## src/rtl/divisor_pkg.sv

```systemverilog
// Shared types and constants for the 6-bit signed divider.
// HEX drive is built only when DIVISOR_HEX_EN is defined.
package divisor_pkg;

  typedef enum logic [1:0] {
    LOAD,
    DIV,
    DONE
  } state_t;

  localparam int ITERS = 6;

  // Active-low segments, bit0 = a ... bit6 = g
  localparam logic [6:0] SEG_GLYPH [10] = '{
    7'h40, 7'h79, 7'h24, 7'h30, 7'h19,
    7'h12, 7'h02, 7'h78, 7'h00, 7'h10
  };
  localparam logic [6:0] SEG_MINUS = 7'b0111111;
  localparam logic [6:0] SEG_BLANK = 7'h7F;

  // 7 bits so that |-32| = 32 is representable
  function automatic logic [6:0] mag7(
    input logic [5:0] v
  );
    logic [6:0] x;
    x = {v[5], v};
    return v[5] ? 7'(-x) : x;
  endfunction

endpackage

```

## src/rtl/seg7_decoder.sv

```systemverilog
// Decimal digit to active-low seven-segment glyph.
// Codes above 9 are shown blank.
module seg7_decoder
  import divisor_pkg::*;
(
  input  logic [3:0] digit_i,
  output logic [6:0] seg_o
);

  always_comb begin
    seg_o = SEG_BLANK;
    if (digit_i <= 4'd9)
      seg_o = SEG_GLYPH[digit_i];
  end

endmodule

```

## src/rtl/divisor_6bits.sv

```systemverilog
// Signed 6-bit restoring divider, 7-edge latency, HEX readout.
// HEX decoders are built only when DIVISOR_HEX_EN is defined.
module divisor_6bits
  import divisor_pkg::*;
(
  input  logic       clk,
  input  logic       rst,
  input  logic [5:0] A,
  input  logic [5:0] B,
  output logic [5:0] Cociente,
  output logic [5:0] Residuo,
  output logic       neg,
  output logic [6:0] HEX_0,
  output logic [6:0] HEX_1,
  output logic [6:0] HEX_2
);

  state_t     state_q;
  logic [5:0] a_raw_q, b_raw_q;
  logic [5:0] dvd_q, dvd_d;
  logic [6:0] dvs_q;
  logic [5:0] rem_q, rem_d;
  logic [2:0] cnt_q;
  logic       sgn_q, bz_q;
  logic [5:0] coc_q, res_q;
  logic       neg_q;

  logic [6:0] trial;
  logic       ge;

  // One restoring step; quotient bits shift into dvd from the right
  always_comb begin
    trial = {rem_q, dvd_q[5]};
    ge    = trial >= dvs_q;
    rem_d = ge ? 6'(trial - dvs_q) : 6'(trial);
    dvd_d = {dvd_q[4:0], ge};
  end

  always_ff @(posedge clk or negedge rst) begin
    if (!rst) begin
      state_q <= LOAD;
      a_raw_q <= '0;
      b_raw_q <= '0;
      dvd_q   <= '0;
      dvs_q   <= '0;
      rem_q   <= '0;
      cnt_q   <= '0;
      sgn_q   <= 1'b0;
      bz_q    <= 1'b0;
      coc_q   <= '0;
      res_q   <= '0;
      neg_q   <= 1'b0;
    end else begin
      unique case (state_q)
        LOAD: begin
          a_raw_q <= A;
          b_raw_q <= B;
          dvd_q   <= 6'(mag7(A));
          dvs_q   <= mag7(B);
          rem_q   <= '0;
          sgn_q   <= A[5] ^ B[5];
          bz_q    <= (B == 6'd0);
          cnt_q   <= '0;
          state_q <= DIV;
        end
        DIV: begin
          dvd_q <= dvd_d;
          rem_q <= rem_d;
          cnt_q <= cnt_q + 3'd1;
          if (cnt_q == 3'(ITERS - 1)) begin
            coc_q   <= dvd_d;
            res_q   <= rem_d;
            neg_q   <= sgn_q & ~bz_q
                       & (dvd_d != 6'd0);
            state_q <= DONE;
          end
        end
        DONE: begin
          if (A != a_raw_q || B != b_raw_q)
            state_q <= LOAD;
        end
        default: state_q <= LOAD;
      endcase
    end
  end

  assign Cociente = coc_q;
  assign Residuo  = res_q;
  assign neg      = neg_q;

`ifdef DIVISOR_HEX_EN
  seg7_decoder u_ones (
    .digit_i (4'(coc_q % 6'd10)),
    .seg_o   (HEX_0)
  );

  seg7_decoder u_tens (
    .digit_i (4'(coc_q / 6'd10)),
    .seg_o   (HEX_1)
  );

  assign HEX_2 = neg_q ? SEG_MINUS : SEG_BLANK;
`else
  assign HEX_0 = SEG_BLANK;
  assign HEX_1 = SEG_BLANK;
  assign HEX_2 = SEG_BLANK;
`endif

endmodule

```

## config.mk

```make
export PLATFORM = sky130hd
export DESIGN_NAME = divisor_6bits
export DESIGN_NICKNAME = d
export VERILOG_FILES = /design/src/rtl/divisor_pkg.sv /design/src/rtl/seg7_decoder.sv /design/src/rtl/divisor_6bits.sv
export SDC_FILE = /design/constraint.sdc
export NUM_CORES = 1
export LEC_CHECK = 0
export CAP_MARGIN = 20
export CORE_ASPECT_RATIO = 1.2
export CORE_MARGIN = 4
export CORE_UTILIZATION = 60
export DETAILED_ROUTE_END_ITERATION = 12
export DONT_BUFFER_PORTS = 1
export HOLD_SLACK_MARGIN = 0.1
export PLACE_DENSITY = 0.76
export SYNTH_ARGS = -nofsm -noshare
export SYNTH_HDL_FRONTEND = slang
export SYNTH_SLANG_ARGS = --single-unit
```

## constraint.sdc

```tcl
create_clock -name clk -period 4.2 [get_ports clk]
set_input_delay 0.21 -clock clk [delete_from_list [all_inputs] [get_ports clk]]
set_output_delay 0.21 -clock clk [all_outputs]
set_load 0.1 [all_outputs]
```

# Word level (Yosys, flattened, before mapping)
# Cells that the tools add are included.
# classes
muxes,9
eq_ne,7
n_lt_le_gt_ge,1
n_reduce_logical,7
addsub,4
bitwise,4
# ops
operator,n
6-bit one-hot mux with 2 select lines,2
6-bit 2-to-1 mux,2
6-bit != test,2
7-bit greater-or-equal comparator,1
7-bit 2-to-1 mux,1
7-bit negation,1
6-bit logical NOT,1
6-bit negation,1
2-bit one-hot mux with 3 select lines,1
3-bit one-hot mux with 2 select lines,1
6-bit nonzero test,1
6-bit subtractor,1
2-bit 2-to-1 mux,2
2-bit != test (second input constant),2
2-bit AND reduction,2
3-bit by 1-bit adder with 3-bit output (second input constant),1
3-bit equality test (second input constant),1
1-bit bitwise AND,2
2-bit by 1-bit equality test with 1-bit output (second input constant),1
2-bit equality test (second input constant),1
2-bit logical NOT,1
2-bit nonzero test,1
1-bit logical OR,1
1-bit inverter,1
1-bit XOR,1
# word_totals
output_inout_bits,34
regBits,51
elab_cells,44
input_bits,14

# Logic depth before layout (Yosys ltp)
# Gate-level depths: netlist of run 1.
# depth
depth_word,4
depth_mapped,9
ltp_nobuf,9

# Worst setup path before layout of run 1
# Ideal clock, no wire load.
# synth_path
path_kind,register -> register
startpoint,reg b_raw_q[0] (netlist name)
endpoint,reg rem_q[0]
n_path_buf,0
setup_time_ns,0.074
period_less_slack_ns,1.883
path_stages_with_launch,7
t_arrival_ns,1.808
required_ns,4.126
setup_slack_ns,2.317
path_cell_list,dfrtp_1 -> ha_1 -> nand2b_1 -> a21o_1 -> a211o_4 -> mux2_4 -> o21ai_2
# synth_lines
item,line_no,rtl
to (signal assigned),divisor_6bits.sv:68,rem_q <= rem_d;
to (decl),divisor_6bits.sv:22,"logic [5:0] rem_q, rem_d;"

# Worst setup path after layout of run 1
# layout_path
startpoint,reg state_q[1]
endpoint,"reg neg_q, in the netlist neg"
# layout_between
elab_chain_len,2
# layout_rtl
item,line_no,rtl
from (decl),divisor_6bits.sv:18,state_t state_q;
from (signal assigned),divisor_6bits.sv:41,state_q <= LOAD;
from (signal assigned),divisor_6bits.sv:64,state_q <= DIV;
from (signal assigned),divisor_6bits.sv:75,state_q <= DONE;
2-bit by 1-bit equality test with 1-bit output,divisor_6bits.sv:54,unique case (state_q)
2-bit AND reduction (no source line),-,
to (signal assigned),divisor_6bits.sv:73,neg_q <= sgn_q & ~bz_q
to (decl),divisor_6bits.sv:26,logic neg_q;
# No other way between the ends.
# A chain may end at the register's enable or synchronous reset.

==> results of run 1 <==
[critical path, stage by stage, from the launching register on]
cell and delay, ns:
dfrtp_1 0.69, nand4b_1 0.92, nor3b_1 0.47, a22o_1 0.17
[routing by layer]
layer / wire [microns] / up-vias / track usage
met5: 0 / - / 0
met4: 100 / 0 / 0.0785
met3: 224 / 9 / 0.0472
met2: 2880 / 39 / 0.369
met1: 2140 / 928 / 0.238
li1: - / 924 / -
[cells in the final DEF (no fill, tap or decap), types with 2 or more instances in the layout]
| master | instances |
|---|---|
| o21ai_2 | 2 |
| nor3_1 | 4 |
| dlygate4sd3_1 | 13 |
| xor2_1 | 13 |
| nor2_1 | 16 |
| mux2_2 | 14 |
| a31oi_1 | 2 |
| conb_1 | 21 |
| nand3_1 | 4 |
| nand2_1 | 24 |
| o31ai_1 | 2 |
| nand4b_1 | 2 |
| inv_1 | 17 |
| a21oi_1 | 14 |
| xnor2_1 | 9 |
| ha_1 | 11 |
| a22o_1 | 4 |
| dfrtp_1 | 50 |
| nor2b_1 | 2 |
| nand2b_1 | 5 |
| nor4_1 | 2 |
| mux2i_1 | 7 |
| a21o_1 | 4 |
| clkbuf_8 | 5 |
| o21ai_0 | 25 |
[per-stage QoR]
step / util / setup WS [ns] / instance area (sq um)
after detailed placement: 0.623 / 1.97 / 2720
after floorplan: - / 2.32 / 2860
final: 0.686 / 1.88 / 2990
after global routing: 0.686 / 1.60 / 2990
after global placement: 0.623 / 2.03 / 2720
after CTS: 0.686 / 1.89 / 2990
[sequential cells by signal (all words and copies together), names as in the netlist]
| signal | flops |
|---|---|
| sgn_q | 1 |
| rem_q | 6 |
| Residuo | 6 |
| cnt_q | 3 |
| Cociente | 6 |
| b_raw_q | 6 |
| a_raw_q | 6 |
| bz_q | 1 |
| dvd_q | 6 |
| state_q | 2 |
| dvs_q | 6 |
| neg | 1 |
[kinds of logic after synthesis]
group,after synthesis,synth area share
buffers and inverters,51,0.0989
DFF,50,0.450
adders and majority gates,12,0.0567
and+or+nand+nor,64,0.107
AOI/OAI and AO/OA,58,0.129
xor gates and xnor gates,22,0.0692
other,1,0.00135
muxes,22,0.0872
[area by class of cell]
cell class / count / area [sq um] / area share
Clock buffer: 5 / 68.8 / 0.0230
Clock inverter: 3 / 47.5 / 0.0159
Inverter: 17 / 63.8 / 0.0213
Multi-Input combinational cell: 199 / 1330 / 0.445
Sequential cell: 50 / 1250 / 0.418
Tap cell: 56 / 70.1 / 0.0234
Timing Repair Buffer: 14 / 158 / 0.0527
[worst max path at each step]
| stage | to | slack (ns) | cells after the start |
|---|---|---|---|
| after global routing | neg | 1.60 | 3 |
| after floorplan | rem_q[0] | 2.32 | 6 |
| after global placement | Cociente[2] | 2.03 | 2 |
| final | neg | 1.88 | 3 |
| after CTS | neg | 1.89 | 3 |
| after detailed placement | Cociente[3] | 1.97 | 2 |
==> out/qor.yml, run 1 <==
ys_top_cells_by_area: "dfrtp_1, buf_4, mux2_2, ha_1, o21ai_0"
initial_core_util: 0.638
die_area_sq_mm: 0.00580
avgRoutedWirePerCell_microns: 15.5
required_ns: 4.45
r2r_slack_ns: 1.88
grt_pass1_wl_microns: 9160
htreeDepth: 2
die_w_microns: 70.2
netlist_top_cells_count: "dfrtp_1, o21ai_0, nand2_1, buf_4, inv_1"
gp_congestion: 0.779
crit_path_end_kind: "flip-flop"
rsz0062_at_grt: "no"
drc: 0
critical_path.max_fanout: 29
clkSlewWorstSetupHoldPaths_ns: 0.10
rr_endpoint: "neg"
yosysWarnings: 0
core_sq_mm: 0.00436
startpoint_type: "flip-flop"
grt_pass1_vias: 1913
worstHoldPathCells: 2
grt_max_degree: 51
syn_area_sq_mm: 0.00278
slew_violations: 0
tightest_slew_ns: 0.919
postCtsSetupRepairBufs: 0
setup_violations: 0
cts-root-buf: "clkbuf_8"
clock_sinks: 50
cts_buffers: 5
synth_top_area_frac: 0.450
clock_skew_ns: 0.00866
drt-initial-drc-count: 109
async_flop_share: 1.00
worstPathArrival_ns: 2.57
dp.cells: 322
final_layout_size_suffix_gt1_frac: 0.101
num-nets-final: 313
area_growth_pct: 7.46
ys_ff_latch: 50
timing.final.crit_period_ns: 2.32
fin_crit_sh: 0.553
synth_edf_count: 0
wl_microns: 5340
io_buffers: 0
hold_end: "dvs_q[3]"
overflow: 0
firstDrtPassIters: 4
synth_seq_area_share: 0.450
antenna_left: 0
slew_headroom: 0.387
synth_area_per_cell_sq_um: 9.94
setup_tns_ns: 0
drv_cap: 0
die_h_microns: 82.6
rows: 26
crit_start: "state_q[1]"
fillers: 367
synth_cells: 280
reg2reg_depth: 3
outcome: "completed"
cts_buffer_depth: 2
vias: 1900
timing.hold.ws_ns: 0.120
max_freq_ghz: 0.430
crit_type: "reg2reg"
hold_buffers: 14
ys_types: 39
place.detailed.hpwl_microns: 3700
insertion_delay_ns: 0.31
io_pins: 48
synth_top_cell_by_area: "dfrtp_1"
cts_tree: "built"
hold_start: "B[3]"
hold_viol_final: 0
viasPerCell: 5.52
n_antenna_cell: 0
synth.most_common_cell: "dfrtp_1"
track_usage: 0.204
final_cells: 344
cts_resized: 0
min_path_type: "in2reg"
reg2reg_from: "state_q[1]"
synth_ff_type: "dfrtp_1"
grt_antenna_before_repair: 0
Power of run 1 is left out: the tool's default activity adds up to more than one toggle a clock period on the data nets, which glitch-free logic cannot reach.
==> inputs of run 2 (changes only) <==
ABC_AREA = 1   (was default)
clock period = 2.4 ns   (was 4.2 ns; I/O delays follow)
==> run 2 against run 1 <==
Against the previous run: via count grew 23%; critical path type unchanged; core utilization increased by 1.0 points; critical path depth is 3 higher; clock-buffer cell count grew 1.
==> out/qor.yml, run 2 <==
reg2reg_from: "state_q[1]"
gp_congestion: 0.943
clock_sinks: 50
hold_start: "A[1]"
core_sq_mm: 0.00459
synth_top_cell_by_area: "dfrtp_1"
io_buffers: 0
synth_cells: 352
cts_buffer_depth: 2
yosysWarnings: 0
cts_buffers: 5
wl_microns: 6120
rsz0062_at_grt: "no"
ys_types: 33
synth_seq_area_share: 0.439
startpoint_type: "flip-flop"
crit_type: "reg2reg"
syn_area_sq_mm: 0.00285
die_w_microns: 70.9
drc: 0
rows: 27
io_pins: 48
initial_core_util: 0.620
critical_path.max_fanout: 18
fin_util: 0.696
synth_edf_count: 0
clkSlewWorstSetupHoldPaths_ns: 0.09
synth.most_common_cell: "nand2_1"
cts_tree: "built"
overflow: 0
hold_viol_final: 0
cp_cell_sequence: "inv_2, nand2_1, clkinv_2, nand2_1, o31ai_1, dlygate4sd3_1"
cts-root-buf: "clkbuf_8"
grt_pass1_vias: 2217
synth_ff_type: "dfrtp_1"
ys_top_cells_by_area: "dfrtp_1, nand2_1, inv_1, buf_4, nand3_1"
crit_start: "state_q[1]"
required_ns: 2.59
fin_ws_ns: 0.191
pre_cts_slack_ns: 0.550
timing.final.crit_period_ns: 2.21
die_area_sq_mm: 0.00592
num-nets-final: 408
synth_top_area_frac: 0.439
slowest_stage: "dlygate4sd3_1"
outcome: "completed"
ys_ff_latch: 50
dpl_cell_area_sq_mm: 0.00292
grt_pass1_wl_microns: 10300
worstPathArrival_ns: 2.40
area_growth_pct: 12.3
htreeDepth: 2
grt_max_degree: 51
setup_violations: 0
slew_violations: 0
vias: 2336
critPathMaxStageDelay_ns: 0.55
setup_tns_ns: 0
n_antenna_cell: 0
avgRoutedWirePerCell_microns: 13.9
final_cell_mix: "nand2_1, dfrtp_1, inv_1"
final_common_cell: "nand2_1"
cp_common_cell: "nand2_1"
drv_cap: 0
final_layout_size_suffix_gt1_frac: 0.0888
viasPerCell: 5.30
fin_crit_sh: 0.920
place.detailed.hpwl_microns: 4490
netlist_top_cells_count: "nand2_1, dfrtp_1, inv_1, nand3_1, o21ai_0"
clock_skew_ns: 0.00553
async_flop_share: 1.00
max_freq_ghz: 0.453
crit_path_end_kind: "flip-flop"
insertion_delay_ns: 0.30
track_usage: 0.218
antenna_left: 0
firstDrtPassIters: 4
drt-initial-drc-count: 146
min_path_type: "in2reg"
synth_area_per_cell_sq_um: 8.09
fin_area_sq_mm: 0.00320
postCtsSetupRepairBufs: 0
grt_antenna_before_repair: 0
die_h_microns: 83.5
run 2: cell count changes after synthesis, moves of 5 or more:
cell      change
xor2_1       -11
nand2_1      +64
o22ai_1       +5
inv_1        +30
nand4_1       +9
clkbuf_1      -6
nand3_1      +26
mux2i_1       -7
mux2_2       -14
nand2b_1      -5
a21oi_1       -8
run 2: what timing repair did:
action | in CTS | in global routing
hold endpoints to repair | 68 | 0
hold buffers | 15 | 0
resized for setup | 0 | 2
setup endpoints to repair | 0 | 3
run 2: per-layer routing:
layer | track usage | vias to the layer above | wire length, microns
met1 | 0.286 | 1079 | 2570
met3 | 0.0373 | 15 | 330
li1 | - | 1168 | -
met5 | 0 | - | 0
met2 | 0.361 | 74 | 3090
met4 | 0.0735 | 0 | 140
run 2: stage by stage:
stage	hold WS, ns	cells
after floorplan	-0.176	372
after global placement	-0.174	418
after detailed placement	-0.174	418
after CTS	0.107	441
after global routing	0.150	441
final	0.109	441
run 2: path summary, 6_finish.rpt:
check                           cells past startpoint         end  slack (ns)
worst max-delay path                                6        bz_q        0.19
worst min-delay path                                2  a_raw_q[1]        0.11
worst max register to register                      6        bz_q        0.19
worst min register to register                      2  Residuo[1]        0.49
max in group asynchronous                           2  state_q[1]        1.85
min in group asynchronous                           2  Residuo[5]        0.31
run 2: worst max-delay path: cells and delay by family (launching register included):
family	cells	cell delay, ns
buffers and inverters	3	1.00
AND/OR/NAND/NOR	2	0.48
AO/OA/AOI/OAI	1	0.08
flip-flops	1	0.53
run 2: cells by family after synthesis:
kind of cell,synth area share
adder cells (fa/ha/maj),0.0554
other,0.00132
buffers and inverters,0.131
XOR/XNOR,0.0215
AND/OR/NAND/NOR,0.249
AO/OA/AOI/OAI,0.103
flip-flops,0.439
run 2: layout make-up:
class | count | area (sq um)
Fill cell | 388 | 1400
Multi-Input combinational cell | 246 | 1300
Sequential cell | 50 | 1250
Timing Repair Buffer | 30 | 280
Inverter | 49 | 185
Clock buffer | 6 | 72.6
Tap cell | 58 | 72.6
Clock inverter | 2 | 37.5
Power of run 2 is left out for the same reason.
==> inputs of run 3 (changes only) <==
SYNTH_HIERARCHICAL = 1   (was default)
clock period = 2.25 ns   (was 2.4 ns; I/O delays follow)
==> run 3 against run 2 <==
Against the previous run: worst hold slack improved by 0.017 ns; largest cell class unchanged; design area shrank 0.78%; via count is 2.9% higher; non-clock buffer count did not move.
==> out/qor.yml, run 3 <==
outcome: "completed"
area_growth_pct: 11.5
fillers: 407
antenna_left: 0
final_cells: 441
htreeDepth: 2
clock_sinks: 50
die_area_sq_mm: 0.00592
io_pins: 48
drc: 0
ys_top_cells_by_area: "dfrtp_1, nand2_1, inv_1, buf_4, nand3_1"
grt_pass1_vias: 2333
hold_end: "state_q[1]"
synth_top_cell_by_area: "dfrtp_1"
clkSlewWorstSetupHoldPaths_ns: 0.09
r2r_slack_ns: 0.18
overflow: 0
final_common_cell: "nand2_1"
critPathTopFamily: "buffers and inverters"
slowest_stage: "dlygate4sd3_1"
n_antenna_cell: 0
firstDrtPassIters: 4
syn_area_sq_mm: 0.00285
synth_ff_type: "dfrtp_1"
initial_core_util: 0.620
critPathBufInv: 3
wl_microns: 6330
cts_buffer_depth: 2
postCtsSetupRepairBufs: 0
critPathMaxStageDelay_ns: 0.57
cp_cell_sequence: "inv_2, nand2_1, inv_2, nand3_1, dlygate4sd3_1, o2111ai_1"
insertion_delay_ns: 0.30
ys_types: 33
grt_antenna_before_repair: 0
rr_endpoint: "dvd_q[4]"
synth_top_area_frac: 0.439
io_buffers: 0
dp.cells: 418
cts-root-buf: "clkbuf_8"
netlist_top_cells_count: "nand2_1, dfrtp_1, inv_1, nand3_1, o21ai_0"
die_w_microns: 70.9
cts_buffers: 5
fin_crit_sh: 0.919
die_h_microns: 83.5
reg2reg_depth: 6
worstPathArrival_ns: 2.29
drt-initial-drc-count: 145
reg2reg_from: "state_q[1]"
hold_viol_final: 0
clock_skew_ns: 0.00360
place.detailed.hpwl_microns: 4500
synth_area_per_cell_sq_um: 8.09
fin_ws_ns: 0.183
synth_seq_area_share: 0.439
drv_cap: 0
max_freq_ghz: 0.484
cp_common_cell: "inv_2"
core_sq_mm: 0.00459
ys_ff_latch: 50
setup_tns_ns: 0
worstHoldPathCells: 5
final_cell_mix: "nand2_1, dfrtp_1, inv_1"
cts_tree: "built"
async_flop_share: 1.00
vias: 2404
viasPerCell: 5.45
critical_path.max_fanout: 18
yosysWarnings: 6
hold_start: "B[2]"
gp_congestion: 0.941
crit_path_end_kind: "flip-flop"
slew_violations: 0
final_layout_size_suffix_gt1_frac: 0.0888
num-nets-final: 408
rsz0062_at_grt: "no"
startpoint_type: "flip-flop"
grt_max_degree: 51
synth_cells: 352
synth_edf_count: 0
grt_pass1_wl_microns: 10900
required_ns: 2.47
rows: 27
track_usage: 0.226
synth.most_common_cell: "nand2_1"
timing.final.crit_period_ns: 2.07
avgRoutedWirePerCell_microns: 14.3
min_path_type: "in2reg"
pre_cts_slack_ns: 0.423
setup_violations: 0
crit_type: "reg2reg"
## run 3: kinds of logic after synthesis
group                    after synthesis  share of synthesized area
XOR/XNOR                               7                     0.0215
AO/OA/AOI/OAI                         48                      0.103
AND/OR/NAND/NOR                      158                      0.249
flip-flops                            50                      0.439
other                                  1                    0.00132
buffers and inverters                 76                      0.131
adder cells (fa/ha/maj)               12                     0.0554
## run 3: timing repair
item / 4_1_cts / 5_1_grt
setup endpoints to repair: 0 / 2
hold buffers: 15 / 0
gates resized for setup: 0 / 1
hold endpoints to repair: 69 / 0
## run 3: metrics by stage
stage / cell area [sq um] / utilization / hold WS, ns
floorplan: 2920 / - / -0.183
global placement: 2920 / 0.635 / -0.181
detailed placement: 2920 / 0.635 / -0.182
CTS: 3170 / 0.691 / 0.121
global route: 3170 / 0.691 / 0.158
finish: 3170 / 0.691 / 0.125
## run 3: worst max-delay path by stage
stage	slack (ns)	startpoint	to	cells past startpoint
after floorplan	0.71	dvd_q[5]	Residuo[4]	10
after global placement	0.45	state_q[1]	dvs_q[5]	7
after detailed placement	0.42	state_q[1]	dvs_q[5]	7
after CTS	0.02	state_q[1]	dvd_q[4]	6
after global routing	0.001	state_q[1]	dvd_q[4]	6
final	0.18	state_q[1]	dvd_q[4]	6
## run 3: layout make-up
cell class | instances | area [sq um] | area share
multi-input combinational | 246 | 1300 | 0.409
sequential | 50 | 1250 | 0.395
timing repair buffer | 30 | 280 | 0.0883
inverter | 49 | 184 | 0.0579
clock buffer | 6 | 72.6 | 0.0229
tap | 58 | 72.6 | 0.0229
clock inverter | 2 | 13.8 | 0.00434
## run 3: metal layers
layer,vias up,part of all wire,track usage
met5,-,0,0
met4,0,0.022,0.0803
met3,18,0.068,0.0422
met2,102,0.49,0.370
met1,1115,0.42,0.299
li1,1169,-,-
## run 3: worst min-delay path, stage by stage
cell      delay [ns]
xnor2_1         0.06
nand3b_1        0.08
nor2_1          0.04
nand2_1         0.06
nand2_1         0.04
Power of run 3 is left out for the same reason.
